[src/rtl/lsu_pkg.sv]
// Shared types and constants for the load/store bus adapter:
// FSM state encoding and the MemStrobe size codes.
package lsu_pkg;

    typedef enum logic [1:0] {
        IDLE   = 2'd0,
        ACCESS = 2'd1,
        DONE   = 2'd2
    } lsu_state_e;

    localparam logic [1:0] STRB_BYTE = 2'b01;
    localparam logic [1:0] STRB_HALF = 2'b10;
    localparam logic [1:0] STRB_WORD = 2'b11;

endpackage

[src/rtl/lsu_load_align.sv]
// Load formatter: selects the addressed byte/half of a bus word and
// sign- or zero-extends it; words pass through unchanged.
module lsu_load_align
    import lsu_pkg::*;
(
    input  logic [31:0] rdata_i,
    input  logic [1:0]  offset_i,
    input  logic [1:0]  size_i,
    input  logic        unsigned_i,
    output logic [31:0] load_data_o
);

    logic [31:0] shifted_s;

    // Lane select and extension; size 00 falls into the word path
    always_comb begin
        shifted_s = rdata_i >> {offset_i, 3'b000};
        case (size_i)
            STRB_BYTE: load_data_o = {{24{~unsigned_i & shifted_s[7]}},  shifted_s[7:0]};
            STRB_HALF: load_data_o = {{16{~unsigned_i & shifted_s[15]}}, shifted_s[15:0]};
            default:   load_data_o = rdata_i;
        endcase
    end

endmodule

[src/rtl/lsu_bus_adapter.sv]
// Memory-stage load/store unit: turns one load or store into a req/ack bus
// transaction, stalling the pipeline until it completes or times out.
module lsu_bus_adapter
    import lsu_pkg::*;
#(
    parameter int unsigned TIMEOUT = 16
) (
    input  logic        clk,
    input  logic        rst,
    input  logic        mem_read,
    input  logic        mem_write,
    input  logic [1:0]  mem_strobe,
    input  logic        load_unsigned,
    input  logic [31:0] addr,
    input  logic [31:0] wdata,
    output logic        bus_req,
    output logic        bus_we,
    output logic [31:0] bus_addr,
    output logic [3:0]  bus_be,
    output logic [31:0] bus_wdata,
    input  logic        bus_ack,
    input  logic [31:0] bus_rdata,
    output logic        stall,
    output logic [31:0] load_data,
    output logic        misalign,
    output logic        bus_err
);

    localparam int unsigned CNT_W = (TIMEOUT > 1) ? $clog2(TIMEOUT) : 1;
    localparam logic [CNT_W-1:0] CNT_LIM = CNT_W'(TIMEOUT - 1);

    lsu_state_e        state_q, state_d;
    logic              req_q, req_d;
    logic              we_q, we_d;
    logic [31:0]       addr_q, addr_d;
    logic [3:0]        be_q, be_d;
    logic [31:0]       wdata_q, wdata_d;
    logic [1:0]        off_q, off_d;
    logic [1:0]        size_q, size_d;
    logic              uns_q, uns_d;
    logic [CNT_W-1:0]  cnt_q, cnt_d;
    logic [31:0]       load_q, load_d;
    logic              err_q, err_d;

    logic              access_s;
    logic              misal_s;
    logic [3:0]        be_s;
    logic [31:0]       rep_s;
    logic              stall_s;
    logic              misalign_s;
    logic [31:0]       fmt_s;

    lsu_load_align u_load_align (
        .rdata_i     (bus_rdata),
        .offset_i    (off_q),
        .size_i      (size_q),
        .unsigned_i  (uns_q),
        .load_data_o (fmt_s)
    );

    assign access_s = mem_read | mem_write;

    // Byte enables, store-lane replication and alignment check for the request
    always_comb begin
        case (mem_strobe)
            STRB_BYTE: begin
                be_s    = 4'b0001 << addr[1:0];
                rep_s   = {4{wdata[7:0]}};
                misal_s = 1'b0;
            end
            STRB_HALF: begin
                be_s    = 4'b0011 << {addr[1], 1'b0};
                rep_s   = {2{wdata[15:0]}};
                misal_s = addr[0];
            end
            default: begin
                be_s    = 4'b1111;
                rep_s   = wdata;
                misal_s = (addr[1:0] != 2'b00);
            end
        endcase
    end

    // Next-state and combinational outputs of the transaction FSM
    always_comb begin
        state_d    = state_q;
        req_d      = req_q;
        we_d       = we_q;
        addr_d     = addr_q;
        be_d       = be_q;
        wdata_d    = wdata_q;
        off_d      = off_q;
        size_d     = size_q;
        uns_d      = uns_q;
        cnt_d      = cnt_q;
        load_d     = load_q;
        err_d      = err_q;
        stall_s    = 1'b0;
        misalign_s = 1'b0;

        case (state_q)
            IDLE: begin
                if (access_s && misal_s) begin
                    misalign_s = 1'b1;
                end else if (access_s) begin
                    stall_s = 1'b1;
                    state_d = ACCESS;
                    req_d   = 1'b1;
                    we_d    = mem_write;
                    addr_d  = {addr[31:2], 2'b00};
                    be_d    = be_s;
                    wdata_d = mem_write ? rep_s : 32'h0000_0000;
                    off_d   = addr[1:0];
                    size_d  = mem_strobe;
                    uns_d   = load_unsigned;
                    cnt_d   = '0;
                    load_d  = 32'h0000_0000;
                    err_d   = 1'b0;
                end else begin
                    state_d = IDLE;
                end
            end
            ACCESS: begin
                stall_s = 1'b1;
                // Ack is checked first so a same-cycle ack beats the timeout
                if (bus_ack || ((TIMEOUT != 0) && (cnt_q == CNT_LIM))) begin
                    state_d = DONE;
                    req_d   = 1'b0;
                    we_d    = 1'b0;
                    addr_d  = 32'h0000_0000;
                    be_d    = 4'b0000;
                    wdata_d = 32'h0000_0000;
                    cnt_d   = '0;
                    load_d  = (bus_ack && !we_q) ? fmt_s : 32'h0000_0000;
                    err_d   = ~bus_ack;
                end else if (TIMEOUT != 0) begin
                    cnt_d = cnt_q + CNT_W'(1);
                end else begin
                    cnt_d = cnt_q;
                end
            end
            DONE: begin
                state_d = IDLE;
                err_d   = 1'b0;
            end
            default: begin
                state_d = IDLE;
                req_d   = 1'b0;
            end
        endcase
    end

    // State and bus-field registers
    always_ff @(posedge clk or posedge rst) begin
        if (rst) begin
            state_q <= IDLE;
            req_q   <= 1'b0;
            we_q    <= 1'b0;
            addr_q  <= 32'h0000_0000;
            be_q    <= 4'b0000;
            wdata_q <= 32'h0000_0000;
            off_q   <= 2'b00;
            size_q  <= 2'b00;
            uns_q   <= 1'b0;
            cnt_q   <= '0;
            load_q  <= 32'h0000_0000;
            err_q   <= 1'b0;
        end else begin
            state_q <= state_d;
            req_q   <= req_d;
            we_q    <= we_d;
            addr_q  <= addr_d;
            be_q    <= be_d;
            wdata_q <= wdata_d;
            off_q   <= off_d;
            size_q  <= size_d;
            uns_q   <= uns_d;
            cnt_q   <= cnt_d;
            load_q  <= load_d;
            err_q   <= err_d;
        end
    end

    assign bus_req   = req_q;
    assign bus_we    = we_q;
    assign bus_addr  = addr_q;
    assign bus_be    = be_q;
    assign bus_wdata = wdata_q;
    assign load_data = load_q;
    assign bus_err   = err_q;
    assign misalign  = misalign_s;
    // Held-over pipeline inputs must not keep stall high while in reset
    assign stall     = stall_s & ~rst;

endmodule

[config.mk]
export PLATFORM = sky130hd
export DESIGN_NAME = lsu_bus_adapter
export DESIGN_NICKNAME = d
export VERILOG_FILES = /design/src/rtl/lsu_pkg.sv /design/src/rtl/lsu_load_align.sv /design/src/rtl/lsu_bus_adapter.sv
export SDC_FILE = /design/constraint.sdc
export NUM_CORES = 1
export LEC_CHECK = 0
export ABC_AREA = 1
export CAP_MARGIN = 20
export CORE_MARGIN = 2
export CORE_UTILIZATION = 44
export CTS_BUF_LIST = sky130_fd_sc_hd__clkbuf_4
export DETAILED_ROUTE_END_ITERATION = 6
export PLACE_DENSITY = 0.84
export SLEW_MARGIN = 0
export SYNTH_ARGS = -nofsm -noshare
export SYNTH_HDL_FRONTEND = slang
export SYNTH_HIERARCHICAL = 1
export SYNTH_SLANG_ARGS = --single-unit
[constraint.sdc]
create_clock -name clk -period 3.9 [get_ports clk]
set_clock_uncertainty 0.2 [all_clocks]
set_input_delay 0.78 -clock clk [delete_from_list [all_inputs] [get_ports clk]]
set_output_delay 0.78 -clock clk [all_outputs]
set_load 0.03 [all_outputs]
* Word-level counts from Yosys, hierarchy flattened
Index checks and enable logic that the tools add are counted.
** Word-level totals
- Register bits after elaboration :: 114
- Output and inout port bits :: 105
** Operators by class
- Shift-type cells :: 3
- Bitwise operators :: 9
- Add/subtract/negate cells :: 1
- Reduce and logical (&&, ||, !) cells :: 14
- Multiplexer cells :: 45
- Equality and inequality tests :: 10
** Operator list (count)
- $mux W32 :: 10
- $pmux W32 S2 :: 5
- $shr A32 B5 Y16 :: 1
- $mux W4 :: 6
- $pmux W4 S2 :: 3
- $mux W1 :: 13
- $reduce_and A4 Y1 :: 3
- $eq A2 B1 Y1 const B :: 3
- $eq A2 B2 Y1 const B :: 3
- $ne A2 B2 Y1 const B :: 3
- $pmux W1 S2 :: 3
- $pmux W1 S3 :: 2
- $reduce_and A3 Y1 :: 2
- $not A1 Y1 :: 5
- $add A4 B1 Y4 const B :: 1
- $eq A4 B4 Y1 const B :: 1
- $mux W2 :: 2
- $pmux W2 S2 :: 1
- $reduce_bool A2 Y1 :: 2
- $shl A1 B2 Y4 const A :: 1
- $shl A2 B2 Y4 const A :: 1
- $and A1 B1 Y1 :: 3
- $reduce_bool A3 Y1 :: 1
- $logic_and A1 B1 Y1 :: 2
- 5 further kinds :: 5

* Longest topological paths before layout
- Depth in word-level cells :: 6
- Gate-level depth with buffers :: 12
- Mapped depth without buffers :: 10

* Hierarchy
Netlist, hierarchy kept.
** By module, submodules not included
- lsu_bus_adapter :: cells an instance 750, area each 5589.1 µm², sequential area each 2802.7 µm², times used 1
- lsu_load_align :: cells an instance 213, area each 1006.0 µm², sequential area each 0.0 µm², times used 1

* Least setup slack after synthesis
OpenSTA, ideal clock, no wires.
- Path type :: input-to-output
- Start point :: in mem_strobe[0]
- End point :: out stall
- Required time :: 2920 ps
- Slack :: 752 ps
- Stages :: 8
- Arrival :: 2168 ps
- Path through :: inv_1 > ha_1 > inv_1 > nand2_1 > nand2_2 > nand2_4 > buf_2 > a21oi_1
** On the way
- Longest elaborated chain between the ends :: 6
- Elaborated cells on any way between the ends :: 7
** RTL lines
- start: declaration :: line lsu_bus_adapter.sv:12 : input logic [1:0] mem_strobe,
- $eq A2 B2 Y1 or $eq A2 B1 Y1 (tied branches) :: line lsu_bus_adapter.sv:65 : case (mem_strobe)
- $pmux W1 S2 * :: line lsu_bus_adapter.sv:65
- $logic_and A1 B1 Y1 * :: line lsu_bus_adapter.sv:103 : if (access_s && misal_s) begin
- $mux W1 * :: line lsu_bus_adapter.sv:103
- $pmux W1 S2 * :: line lsu_bus_adapter.sv:101 : case (state_q)
- $and A1 B1 Y1 * :: line lsu_bus_adapter.sv:193 : assign stall = stall_s & ~rst;
- end: declaration :: line lsu_bus_adapter.sv:23 : output logic stall,
Every way passes the cells marked *; elsewhere a longest branch is shown, timed or not.

* Worst setup path in the final report
Same ends and word-level chain as after synthesis.

==> impl_metrics.env <==
export IMPL_power_density_mw_per_mm2=710
export IMPL_antenna_found_initial=1
export IMPL_die_area_mm2=0.0160
export IMPL_synth_compound_area_frac=0.0459
export IMPL_multiInputGateArea_mm2=0.00313
export IMPL_hold_buffers=0
export IMPL_htreeDepth=3
export IMPL_r2r_end="load_data[7]"
export IMPL_yosys_area_top_type="dfrtp_1"
export IMPL_crit_path_start="mem_strobe[0]"
export IMPL_grt_pass1_vias=6038
export IMPL_grt_usage=0.237
export IMPL_dp_cells=1313
export IMPL_rsz0062_at_grt="false"
export IMPL_syn_inst=963
export IMPL_final_nets=1249
export IMPL_tns_ps=0
export IMPL_vias=6524
export IMPL_synth_cell_types=29
export IMPL_tightestPinTransition_ps=771
export IMPL_fmax_ghz=0.293
export IMPL_p_seq_frac=0.298
export IMPL_synthAdderAreaFrac=0.00949
export IMPL_die_width_um=126
export IMPL_hold_path_class="reg -> reg"
export IMPL_reg2regPathDepth=8
export IMPL_numCtsBuffers=9
export IMPL_min_delay_start="load_data[23]"
export IMPL_drive_gt1_frac=0.0777
export IMPL_post_dp_hpwl_mm=13.6
export IMPL_die_y_um=126
export IMPL_netlist_area_leader_share=0.425
export IMPL_drt_pass1_iterations=5
export IMPL_grt_pass1_wl_mm=30.8
export IMPL_syn_area_per_cell_um2=6.85
export IMPL_sw_frac_of_total=0.501
export IMPL_hold_depth=2
export IMPL_drtIter0Drc=461
export IMPL_r2r_setup_slack_ps=1490
export IMPL_postLayoutCellArea_mm2=0.00883
export IMPL_io_pins=209
export IMPL_clk_pin_slew_worst_paths_ps=160
export IMPL_fin_crit_sh=0.876
export IMPL_crit_path_end_kind="output port"
export IMPL_core_mm2=0.0146
export IMPL_synth_seq_cells=112
export IMPL_cellLeakagePower_nw=4.74
export IMPL_status="completed"
export IMPL_cts_setup_buffers=0
export IMPL_area_growth_pct=33.9
export IMPL_synth_top_family_by_area="simple AND/OR/NAND/NOR gates"
export IMPL_ant_nets=0
export IMPL_wl_met2_mm=8.86
export IMPL_peakVddDrop_v=0.000379
export IMPL_cap_violations=0
export IMPL_cts_resized=0
export IMPL_p_clk_frac=0.088
export IMPL_hold_viol=0
export IMPL_whs_endpoint="load_data[23]"
export IMPL_final_cells=1330
export IMPL_wire_per_inst_um=14.1
export IMPL_preCtsSetupSlack_ps=481
export IMPL_grt_overflow=0
export IMPL_synth_area_mm2=0.00660
export IMPL_hold_ws_ps=288
export IMPL_initial_utilization=0.452
export IMPL_numClockSinks=112
export IMPL_slew_viol_final=0
export IMPL_top_layer="met4"
export IMPL_slew_headroom=0.485
export IMPL_seqCellArea_mm2=0.00280
export IMPL_grt_max_degree=63
export IMPL_combPwrFrac=0.614
export IMPL_worst_slack_ps=484
export IMPL_placed_area_mm2=0.00871
export IMPL_clockBufferDepth=2
export IMPL_start_kind="input port"
export IMPL_synth_simple_area_share=0.417
export IMPL_drt_vias_per_instance=4.91
export IMPL_synth_mux_area_frac=0
export IMPL_r2r_start="size_q[0]"
export IMPL_ys_seq_area_frac=0.425
export IMPL_required_ps=2920
export IMPL_fin_crit_ps=3420
export IMPL_cts_root_buf="clkbuf_4"
export IMPL_drc=0
export IMPL_wl_met1_mm=8.23
export IMPL_worstPathMaxFanout=8
export IMPL_power_mw=6.27
export IMPL_place_congestion=0.902
export IMPL_p_sw_mw=3.14
export IMPL_portBuffers=206
export IMPL_intPower_mw=3.13
export IMPL_final_util=0.605
export IMPL_clk_latency_ps=490
export IMPL_tritoncts="built"
export IMPL_rows=44
export IMPL_finalSetupViolCount=0
export IMPL_yosysWarnings=6
export IMPL_wirelength_mm=18.7
export IMPL_worstPathArrival_ps=2440
export IMPL_nFillCells=1349
export IMPL_synthTopCellsByArea="dfrtp_1, nand2_1, nand3_1, inv_1, nor2_1"
export IMPL_worstSetupPathType="in -> out"
export IMPL_dr_wl_met3_mm=1.14
export IMPL_yosys_area_share_xor_xnor=0.00133
-- cells in the mapped netlist, drive strengths merged --
library cell and number:
clkbuf 12, o21ai 38, conb 1, nor2 76, nand3 113, xor2 1, a21oi 21, dfrtp 112
ha 5, nand2 433, nand4 2, or2 17, buf 48, inv 83, nor3 1
-- metal layers --
metal  up-vias  track usage
met3        37       0.0401
met5         -            0
met4         0       0.0899
met2       221        0.370
met1      2963        0.332
li1       3303            -
-- power by group through the flow --
stage                     Combinational (mW)  Sequential (mW)  Clock (mW)
final                                   3.85             1.87       0.551
after global routing                    4.22             1.92       0.620
after CTS                               3.87             1.87       0.572
after detailed placement                3.86             1.89           0
after global placement                  3.81             1.88           0
after floorplan                         1.79             2.65           0
-- layout make-up --
cell class | instances | share of cell area
antenna | 1 | 0.000283
clock buffer | 9 | 0.00765
clock inverter | 7 | 0.00609
inverter | 83 | 0.0363
multi-input combinational | 709 | 0.354
sequential | 112 | 0.317
tap | 184 | 0.0261
timing repair buffer | 225 | 0.252
-- worst max path at each step --
stage	endpoint	depth (start not counted)	slack, ps
after global routing	stall	9	340
final	stall	9	480
after global placement	stall	9	500
after CTS	stall	9	480
after detailed placement	stall	9	480
after floorplan	stall	8	750
-- worst max-delay path, cell delays in order --
cell and delay [ps]:
clkdlybuf4s50_1 490, inv_1 60, ha_1 390, inv_1 100, nand2_1 130, nand2_2 130
nand2_4 60, a21oi_1 120, buf_4 170
-- state kept, by name (all words and copies together) (netlist names), 2 cells and up --
register	cells
load_data	32
size_q	2
bus_addr	30
cnt_q	4
bus_wdata	32
state_q	2
bus_be	4
off_q	2
-- kinds of logic (layout without fill, tap and decap cells) --
family / Yosys count / count (layout)
simple gates: 642 / 642
buf+inv: 143 / 324
flops: 112 / 112
compound gates: 59 / 59
fa+ha+maj: 5 / 5
other cells: 1 / 3
xor+xnor: 1 / 1
-- placed cells by master, fill, tap and decap left out, types with 3 or more instances in the layout --
cell | synthesis | final
nand2_1 | 416 | 416
clkdlybuf4s50_1 | 0 | 204
dfrtp_1 | 112 | 112
nand3_1 | 107 | 107
inv_1 | 78 | 77
nor2_1 | 73 | 73
o21ai_0 | 22 | 22
a21oi_1 | 21 | 21
buf_4 | 9 | 19
or2_2 | 17 | 17
nand2_2 | 15 | 15
o21ai_1 | 14 | 14
clkbuf_4 | 0 | 9
ha_1 | 5 | 5
inv_2 | 4 | 4
nand3_2 | 4 | 4
inv_6 | 1 | 4
clkinvlp_4 | 0 | 3
(Power assumes the default switching activity.)
